[config.mk]
export PLATFORM = sky130hd
export DESIGN_NAME = exalu_seq
export DESIGN_NICKNAME = d
export VERILOG_FILES = /design/src/rtl/exalu_seq.sv
export SDC_FILE = /design/constraint.sdc
export NUM_CORES = 2
export LEC_CHECK = 0
export ABC_AREA = 1
export BUFFER_PORTS_ARGS = -buffer_cell sky130_fd_sc_hd__buf_2
export CORE_AREA = 2 2 510 512
export CTS_BUF_LIST = sky130_fd_sc_hd__clkbuf_4 sky130_fd_sc_hd__clkbuf_8
export DETAILED_ROUTE_END_ITERATION = 10
export DIE_AREA = 0 0 512 514
export PLACE_DENSITY = 0.45
export SLEW_MARGIN = 10
export SYNTH_ARGS = -nofsm -noshare
export SYNTH_HDL_FRONTEND = slang
export SYNTH_SLANG_ARGS = --single-unit
export TNS_END_PERCENT = 100
[constraint.sdc]
create_clock -name clock_i -period 2.8 [get_ports clock_i]
set_input_delay 0.14 -clock clock_i [delete_from_list [all_inputs] [get_ports clock_i]]
set_output_delay 0.14 -clock clock_i [all_outputs]
set_load 0.01 [all_outputs]
[src/rtl/exalu_seq.sv]
`default_nettype none
// ============================================================================
// exalu_seq : sequencing extended ALU for single-cycle wide ops and engine ops
// Revision  : 1.0  initial release
// Optional  : EXALU_TIMEOUT_EN adds an engine wait limit of TIMEOUT cycles
// ============================================================================
module exalu_seq #(
   parameter int XLEN    = 256,
   parameter int ENG_W   = 128,
   parameter int NUM_ENG = 2,
   parameter int OP_W    = 3,
   parameter int LANE_W  = 32,
   parameter int TIMEOUT = 1024
) (
   input  logic                     clock_i,
   input  logic                     resetN_i,
   input  logic                     req_i,
   output logic                     ready_o,
   input  logic [OP_W-1:0]          op_i,
   input  logic [XLEN-1:0]          d1_i,
   input  logic [XLEN-1:0]          d2_i,
   output logic                     respValid_o,
   input  logic                     respReady_i,
   output logic [XLEN-1:0]          result_o,
   output logic                     error_o,
   output logic                     busy_o,
   output logic [NUM_ENG-1:0]       engStart_o,
   output logic [ENG_W-1:0]         engIn1_o,
   output logic [ENG_W-1:0]         engIn2_o,
   input  logic [NUM_ENG-1:0]       engBusy_i,
   input  logic [NUM_ENG*ENG_W-1:0] engOut_i
);

   localparam int              c_SEL_W       = (NUM_ENG > 1) ? $clog2(NUM_ENG) : 1;
   localparam logic [OP_W-1:0] c_OP_NOP      = '0;
   localparam logic [OP_W-1:0] c_OP_LAST_ENG = OP_W'(NUM_ENG);
   localparam logic [OP_W-1:0] c_OP_EXTRACT  = OP_W'(NUM_ENG + 1);
   localparam logic [OP_W-1:0] c_OP_BYTELD   = OP_W'(NUM_ENG + 2);

   typedef enum logic [1:0] {
      S_IDLE  = 2'd0,
      S_START = 2'd1,
      S_WAIT  = 2'd2,
      S_DONE  = 2'd3
   } state_t;

   state_t               state_q, state_d;
   logic [XLEN-1:0]      result_q, result_d;
   logic                 error_q, error_d;
   logic [c_SEL_W-1:0]   sel_q, sel_d;
   logic [ENG_W-1:0]     eng1_q, eng1_d;
   logic [ENG_W-1:0]     eng2_q, eng2_d;

`ifdef EXALU_TIMEOUT_EN
   localparam int        c_CNT_W = $clog2(TIMEOUT + 1);
   logic [c_CNT_W-1:0]   cnt_q, cnt_d;
`endif

   logic                 w_is_eng;
   logic [XLEN-1:0]      w_shift;
   logic [XLEN-1:0]      w_ext;
   logic [XLEN-1:0]      w_imm_res;
   logic                 w_imm_err;
   logic [ENG_W-1:0]     w_eng_sel;

   assign w_is_eng  = (op_i != c_OP_NOP) && (op_i <= c_OP_LAST_ENG);
   assign w_shift   = d1_i >> d2_i;
   assign w_ext     = (d2_i >= XLEN'(XLEN)) ? '0 : XLEN'(w_shift[LANE_W-1:0]);
   assign w_eng_sel = engOut_i[sel_q*ENG_W +: ENG_W];

   // Result of every op that completes without an engine, from live inputs at accept.
   always_comb begin
      w_imm_res = '0;
      w_imm_err = 1'b0;
      if (op_i == c_OP_EXTRACT) begin
         w_imm_res = w_ext;
      end else if (op_i == c_OP_BYTELD) begin
         w_imm_res = {d1_i[XLEN-9:0], d2_i[7:0]};
      end else if ((op_i != c_OP_NOP) && !w_is_eng) begin
         w_imm_err = 1'b1;
      end
   end

   always_ff @(posedge clock_i or negedge resetN_i) begin
      if (!resetN_i) begin
         state_q  <= S_IDLE;
         result_q <= '0;
         error_q  <= 1'b0;
         sel_q    <= '0;
         eng1_q   <= '0;
         eng2_q   <= '0;
`ifdef EXALU_TIMEOUT_EN
         cnt_q    <= '0;
`endif
      end else begin
         state_q  <= state_d;
         result_q <= result_d;
         error_q  <= error_d;
         sel_q    <= sel_d;
         eng1_q   <= eng1_d;
         eng2_q   <= eng2_d;
`ifdef EXALU_TIMEOUT_EN
         cnt_q    <= cnt_d;
`endif
      end
   end

   always_comb begin
      state_d  = state_q;
      result_d = result_q;
      error_d  = error_q;
      sel_d    = sel_q;
      eng1_d   = eng1_q;
      eng2_d   = eng2_q;
`ifdef EXALU_TIMEOUT_EN
      cnt_d    = cnt_q;
`endif
      case (state_q)
         S_IDLE: begin
            if (req_i) begin
               eng1_d = d1_i[ENG_W-1:0];
               eng2_d = d2_i[ENG_W-1:0];
               if (w_is_eng) begin
                  sel_d   = c_SEL_W'(op_i - 1'b1);
                  state_d = S_START;
               end else begin
                  result_d = w_imm_res;
                  error_d  = w_imm_err;
                  state_d  = S_DONE;
               end
            end
         end
         S_START: begin
            state_d = S_WAIT;
`ifdef EXALU_TIMEOUT_EN
            cnt_d   = '0;
`endif
         end
         S_WAIT: begin
            if (!engBusy_i[sel_q]) begin
               result_d = XLEN'(w_eng_sel);
               error_d  = 1'b0;
               state_d  = S_DONE;
`ifdef EXALU_TIMEOUT_EN
            // The TIMEOUT-th WAIT cycle with the engine still busy gives up.
            end else if (cnt_q == c_CNT_W'(TIMEOUT - 1)) begin
               result_d = '0;
               error_d  = 1'b1;
               state_d  = S_DONE;
            end else begin
               cnt_d = cnt_q + 1'b1;
`endif
            end
         end
         S_DONE: begin
            if (respReady_i) begin
               state_d = S_IDLE;
            end
         end
         default: state_d = S_IDLE;
      endcase
   end

   assign ready_o     = (state_q == S_IDLE);
   assign respValid_o = (state_q == S_DONE);
   assign result_o    = result_q;
   assign error_o     = error_q;
   assign busy_o      = (state_q != S_IDLE) || (|engBusy_i);
   assign engStart_o  = (state_q == S_START) ? (NUM_ENG'(1) << sel_q) : '0;
   assign engIn1_o    = eng1_q;
   assign engIn2_o    = eng2_q;

endmodule
`default_nettype wire

# Word-level counts from Yosys, hierarchy flattened
# Index checks and enable logic that the tools add are counted.
[word_totals]
regBits = 516
in_bits = 777
output_inout_bits = 518
[op_classes]
n_addsub = 1
magnitude_cmp = 3
eq_ne = 9
shifts = 3
n_mux = 22
n_reduce_logical = 13
[op_table]
columns = ["cell", "count"]
rows = [
  ["2-to-1 mux 256 bit", 5],
  ["one-hot mux 256 bit (2 select lines)", 1],
  [">= comparator 256 x 9 -> 1 bit, second input constant", 1],
  ["indexed part select 256 x 9 -> 128 bit", 1],
  ["right shift 256 x 256 -> 32 bit", 1],
  ["2-to-1 mux 32 bit", 1],
  ["2-to-1 mux 2 bit", 5],
  ["2-to-1 mux 1 bit", 8],
  ["one-hot mux 2 bit (4 select lines)", 1],
  ["inequality test 2 bit, second input constant", 3],
  ["AND reduction 3 bit", 2],
  ["== test 2 bit, second input constant", 2],
  ["AND reduction 4 bit", 1],
  ["nonzero test 2 bit", 2],
  ["== test 3 x 2 -> 1 bit, second input constant", 1],
  ["== test 3 bit, second input constant", 1],
  ["less-or-equal comparator 3 x 2 -> 1 bit, second input constant", 1],
  ["nonzero test 3 bit", 1],
  ["== test 2 x 1 -> 1 bit, second input constant", 1],
  ["logical AND 1 bit", 2],
  ["logical NOT 2 bit", 1],
  ["< comparator 1 x 2 -> 1 bit, second input constant", 1],
  ["inequality test 2 x 1 -> 1 bit, second input constant", 1],
  ["one-hot mux 1 bit (2 select lines)", 1],
  ["6 further kinds", 6],
]

# Depth between registers and ports, before layout
[depth]
word_depth = 10
mapped_depth = 27
ltp_nobuf = 25

# Worst setup path before layout
# OpenSTA, ideal clock, no wires.
[synth_timing]
path_kind = "reg2reg"
start = "register state_q[0]"
end = "register result_q[216], in the netlist result_o[216]"
setup_time_ps = 96
t_arrival_ps = 2186
setup_slack_ps = 518
stages_incl_launch_ff = 13
n_path_buf = 4
period_less_slack_ps = 2282
path_cell_list = "dfrtp_1 inv_1 ha_1 clkbuf_1 o21ai_0 o21ai_0 inv_1 nand3_1 clkbuf_1 clkbuf_1 clkbuf_1 nand2_1 o31ai_1"
[synth_via]
elab_chain_len = 3
word_cells_on_any_way = 8
[synth_rtl]
columns = ["element", "line", "text"]
rows = [
  ["start: declaration", "47", "state_t state_q, state_d;"],
  ["start signal: assignment", "96", "state_q <= state_d;"],
  ["== test 2 bit / logical NOT 2 bit (equally long branches)", "118", "case (state_q)"],
  ["inequality test 2 bit (no line) / nonzero test 2 bit (equally long branches)", "-", ""],
  ["AND reduction 4 bit (no line)", "-", ""],
  ["end signal: assignment", "97", "result_q <= result_d;"],
  ["end: declaration", "48", "logic [XLEN-1:0] result_q, result_d;"],
]
# Several ways; a longest one is shown, not always the timed one.
# A chain may end at the register's enable or synchronous reset.

# Final worst setup path
[layout_timing]
start = "input d2_i[98]"
end = "register result_q[14], in the netlist result_o[14]"
[layout_via]
elab_chain_len = 6
word_cells_on_any_way = 7
[layout_rtl]
columns = ["element", "line", "text"]
rows = [
  ["start: declaration", "21", "input logic [XLEN-1:0] d2_i,"],
  [">= comparator 256 x 9 -> 1 bit / right shift 256 x 256 -> 32 bit (equally long branches)", "68, 67", ""],
  ["2-to-1 mux 32 bit (*)", "68", "assign w_ext = (d2_i >= XLEN'(XLEN)) ? '0 : XLEN'(w_shift[LANE_W-1:0]);"],
  ["2-to-1 mux 256 bit (*)", "75", "if (op_i == c_OP_EXTRACT) begin"],
  ["2-to-1 mux 256 bit (*)", "123", "if (w_is_eng) begin"],
  ["2-to-1 mux 256 bit (*)", "120", "if (req_i) begin"],
  ["one-hot mux 256 bit (2 select lines) (*)", "118", ""],
]
# Mark *: on every way between the ends. The rest lies on a longest branch, timed or not. The select of a mux whose other input is x is not followed.

==> results.env <==
CLKSLEWWORSTSETUPHOLDPATHS_NS=0.07
MAXSLEWVIOLCOUNT=0
PRE_CTS_SLACK_NS=-2.03
LAYOUT-AREA-OVERHEAD-VS-SYNTH_PCT=67.5
FINAL_NETS=10550
PLACE.PORT_BUFFERS=1294
NETLIST.AREA_LEADER.SHARE=0.292
MEAN_INSTANCE_SIZE_IN_THE_SYNTHESIZED_NETLIST_UM2=6.01
GRT_PASS1_WL_MM=547
TIMING.FMAX_MHz=343
CORE_MM2=0.258
CTS-ROOT-TO-SINK-BUFFERS=3
NUM_VIAS=65895
FLOORPLAN.INITIALDENSITY=0.171
GRT.OVERFLOW.TOTAL=0
WS_PATH_TYPE='in -> reg'
CP_NUM_BUF_INV=7
IO_PINS=1295
FINAL_PERIOD_MINUS_WORST_SETUP_SLACK_NS=2.91
POSTSYNTHREGISTERBITS=516
ARRIVAL_NS=3.71
WORSTPATHREQUIRED_NS=3.60
CTS_SINKS=516
ROUTE.ANTENNA.REMAINING_NETS=0
DIE_X_UM=512
CAP_VIOLATIONS=0
YS_TOP_CELLS_BY_AREA='sky130_fd_sc_hd__dfrtp_1, sky130_fd_sc_hd__nand2_1, sky130_fd_sc_hd__nand3_1'
NUMBER_OF_BUFFERS_INSERTED_DURING_CLOCK_TREE_SYNTHESIS=109
CRITICAL-PATH-TOP-DELAY-FAMILY='simple AND/OR/NAND/NOR gates'
REPORT.FINAL.SETUP_VIOL=33
HTREE_NUM_LEVELS=3
POSTPLACECELLAREA_MM2=0.0601
CLK_LATENCY_NS=0.99
WL_PER_CELL_UM=31.3
WORST_VOLTAGE_DROP_ACROSS_THE_VDD_GRID_uV=622
FRACTION_OF_FINAL_LAYOUT_CELLS_SIZED_BEYOND_DRIVE_STRENGTH_1=0.321
GRT_ANTENNA_BEFORE_REPAIR=79
LAYOUT_WORST_PATH_CYCLE_SHARE=1.04
WORSTHOLDPATHTYPE='in -> reg'
RESULT_OF_THE_RUN='finished with violations'
DRCVIOLATIONCOUNT=0
YOSYSTOPAREACELL='sky130_fd_sc_hd__dfrtp_1'
FINALCLOCKSKEW_NS=0.121
POSTSYNTHNETCOUNT=8143
FINAL.SETUP.TNS_NS=-1.55
ROUTABILITYCONGESTION=1.04
TOP_LIBRARY_CELLS_BY_USAGE_IN_THE_LAYOUT_FILL_AND_TAPS_ASIDE='sky130_fd_sc_hd__nand2_1, sky130_fd_sc_hd__nand3_1, sky130_fd_sc_hd__buf_2, sky130_fd_sc_hd__buf_4, sky130_fd_sc_hd__dlygate4sd3_1'
CTS_ROOT_BUF='sky130_fd_sc_hd__clkbuf_8'
TOTAL_NUMBER_OF_PLACEMENT_ROWS=187
START_KIND='input pin'
DRT_PASS1_ITERATIONS=6
POWER.DENSITY_CELL_AREA_mW_PER_MM2=713
TIMING.CRITICAL_PATH.MODE_CELL='sky130_fd_sc_hd__nand3_1'
CTS_TREE='built'
CRIT_PATH_MAX_INCR_DELAY_NS=0.26
DIE_Y_UM=514
RELSLEWSLACK=0.191
LARGEST_NET_DEGREE_AT_THE_START_OF_GLOBAL_ROUTING=99
GRT_PASS1_VIAS=62465
CRITICAL_PATH.MAX_FANOUT=6
DETAILEDROUTE.FIRSTITERATIONVIOLATIONS=7658
GROUTE.USAGE.OVERALL=0.301
SYN_AREA_MM2=0.0443
CRIT_END_ELEMENT='register'
PLACE.DETAILED.HPWL_MM=344
DIE_AREA_MM2=0.263
P_LEAK_uW=0.0359
DRT-TOTAL-WL_MM=417
MOSTFREQUENTLAYOUTCELL='sky130_fd_sc_hd__nand2_1'
FIN_AREA_MM2=0.0741
YS_SEQ_AREA_FRAC=0.292
CRITICAL-PATH-SLOWEST-CELL='sky130_fd_sc_hd__nor2_4'
SYN_INST=7362
POST_DRT_VIA_CELL_RATIO=4.96
TIMING.FINAL.WS_SETUP_NS=-0.113
SYNTHESIS_WARNING_TOTAL=0
VIOLATED_CHECKS='setup timing'
TIMING.FINAL.HOLD_VIOLATIONS=0
TIGHTEST_SLEW_NS=1.20
UNIQUE_MASTERS_POST_SYNTH=34
RSZ0062_AT_GRT='true'
[metrics by stage]
| stage | utilization | cells | hold slack, ns | total power [uW] |
|---|---|---|---|---|
| after floorplan | - | 7362 | -0.156 | 24200 |
| after global placement | 0.233 | 12282 | 0.212 | 40400 |
| after detailed placement | 0.233 | 12282 | 0.208 | 40500 |
| after CTS | 0.274 | 13182 | 0.00141 | 52500 |
| after global routing | 0.287 | 13272 | 0.0489 | 55100 |
| final | 0.287 | 13296 | 0.0832 | 52900 |
[worst register-to-register path, cell delays in order (launching register included)]
cell and delay (ns):
sky130_fd_sc_hd__dfrtp_1 0.37, sky130_fd_sc_hd__inv_2 0.07, sky130_fd_sc_hd__ha_4 0.18, sky130_fd_sc_hd__clkinv_8 0.09, sky130_fd_sc_hd__nand3_4 0.11, sky130_fd_sc_hd__nor4_4 0.13
sky130_fd_sc_hd__buf_4 0.14, sky130_fd_sc_hd__nand4_1 0.14, sky130_fd_sc_hd__nor3_4 0.37, sky130_fd_sc_hd__buf_6 0.21, sky130_fd_sc_hd__inv_6 0.06, sky130_fd_sc_hd__buf_12 0.14
sky130_fd_sc_hd__a21oi_1 0.12, sky130_fd_sc_hd__buf_4 0.16, sky130_fd_sc_hd__nand3_4 0.11, sky130_fd_sc_hd__buf_4 0.18, sky130_fd_sc_hd__a21oi_1 0.13
[state kept, by name, summed over array words and instances, names as in the netlist]
name,cells
error_o,1
sel_q,1
state_q,2
result_o,256
engIn1_o,128
engIn2_o,128
[metal layers]
layer	wire, um	GRT usage
met2	189000	0.491
met5	138	0
met3	31300	0.0557
met1	172000	0.380
met4	24000	0.146
[synthesized netlist by cell type (all sizes together)]
| master | n |
|---|---|
| a211oi | 4 |
| a21boi | 1 |
| a21oi | 105 |
| a31oi | 96 |
| buf | 267 |
| clkbuf | 343 |
| clkinv | 3 |
| dfrtp | 516 |
| ha | 4 |
| inv | 164 |
| mux2 | 196 |
| mux2i | 22 |
| nand2 | 2827 |
| nand3 | 1556 |
| nand3b | 1 |
| nand4 | 209 |
| nor2 | 635 |
| nor3 | 2 |
| nor4 | 3 |
| o211ai | 9 |
| o21ai | 345 |
| o21bai | 1 |
| o221ai | 1 |
| o22ai | 27 |
| o31ai | 25 |
[cell type report]
cell class / count / area [um^2]
clock buffers: 159 / 2000
repair buffers: 2906 / 22900
flip-flops and latches: 516 / 12900
inverters: 167 / 704
clock inverters: 36 / 563
fillers: 29082 / 184000
diodes: 41 / 103
well taps: 3402 / 4260
multi-input cells: 6069 / 30700
[power breakdown]
| group | internal (uW) | switching [uW] | leakage [uW] |
|---|---|---|---|
| clock | 5590 | 4420 | 0.00133 |
| sequential | 10900 | 2430 | 0.00639 |
| combinational | 10400 | 19200 | 0.0282 |
| total | 26900 | 26000 | 0.0359 |
[kinds of logic after synthesis]
logic type	count (synthesis)	share of synthesized area
and+or+nand+nor	5233	0.501
AOI/OAI and AO/OA	614	0.0753
muxes	218	0.0549
adders and majority gates	4	0.00113
DFF	516	0.292
buffers and inverters	777	0.0761
[final timing paths]
check,start,endpoint,slack [ns],cells past startpoint
worst max register to register,state_q[0],result_o[24],-0.09,16
worst min-delay path,d2_i[119],engIn2_o[119],0.08,3
worst min register to register,result_o[131],result_o[131],0.48,2
max in group asynchronous,resetN_i,engIn2_o[4],1.85,4
worst max-delay path,d2_i[98],result_o[14],-0.11,26
min in group asynchronous,resetN_i,result_o[77],0.16,3
[timing repair]
item / 4_1_cts / 5_1_grt
endpoints found under the setup margin: 32 / 67
pin swaps: 16 / 87
gates cloned: 2 / 26
setup buffers: 2 / 51
endpoints found under the hold margin: 1008 / 0
hold buffers: 702 / 0
resized for setup: 243 / 551
Note: power is estimated with default switching activity, not from simulation.
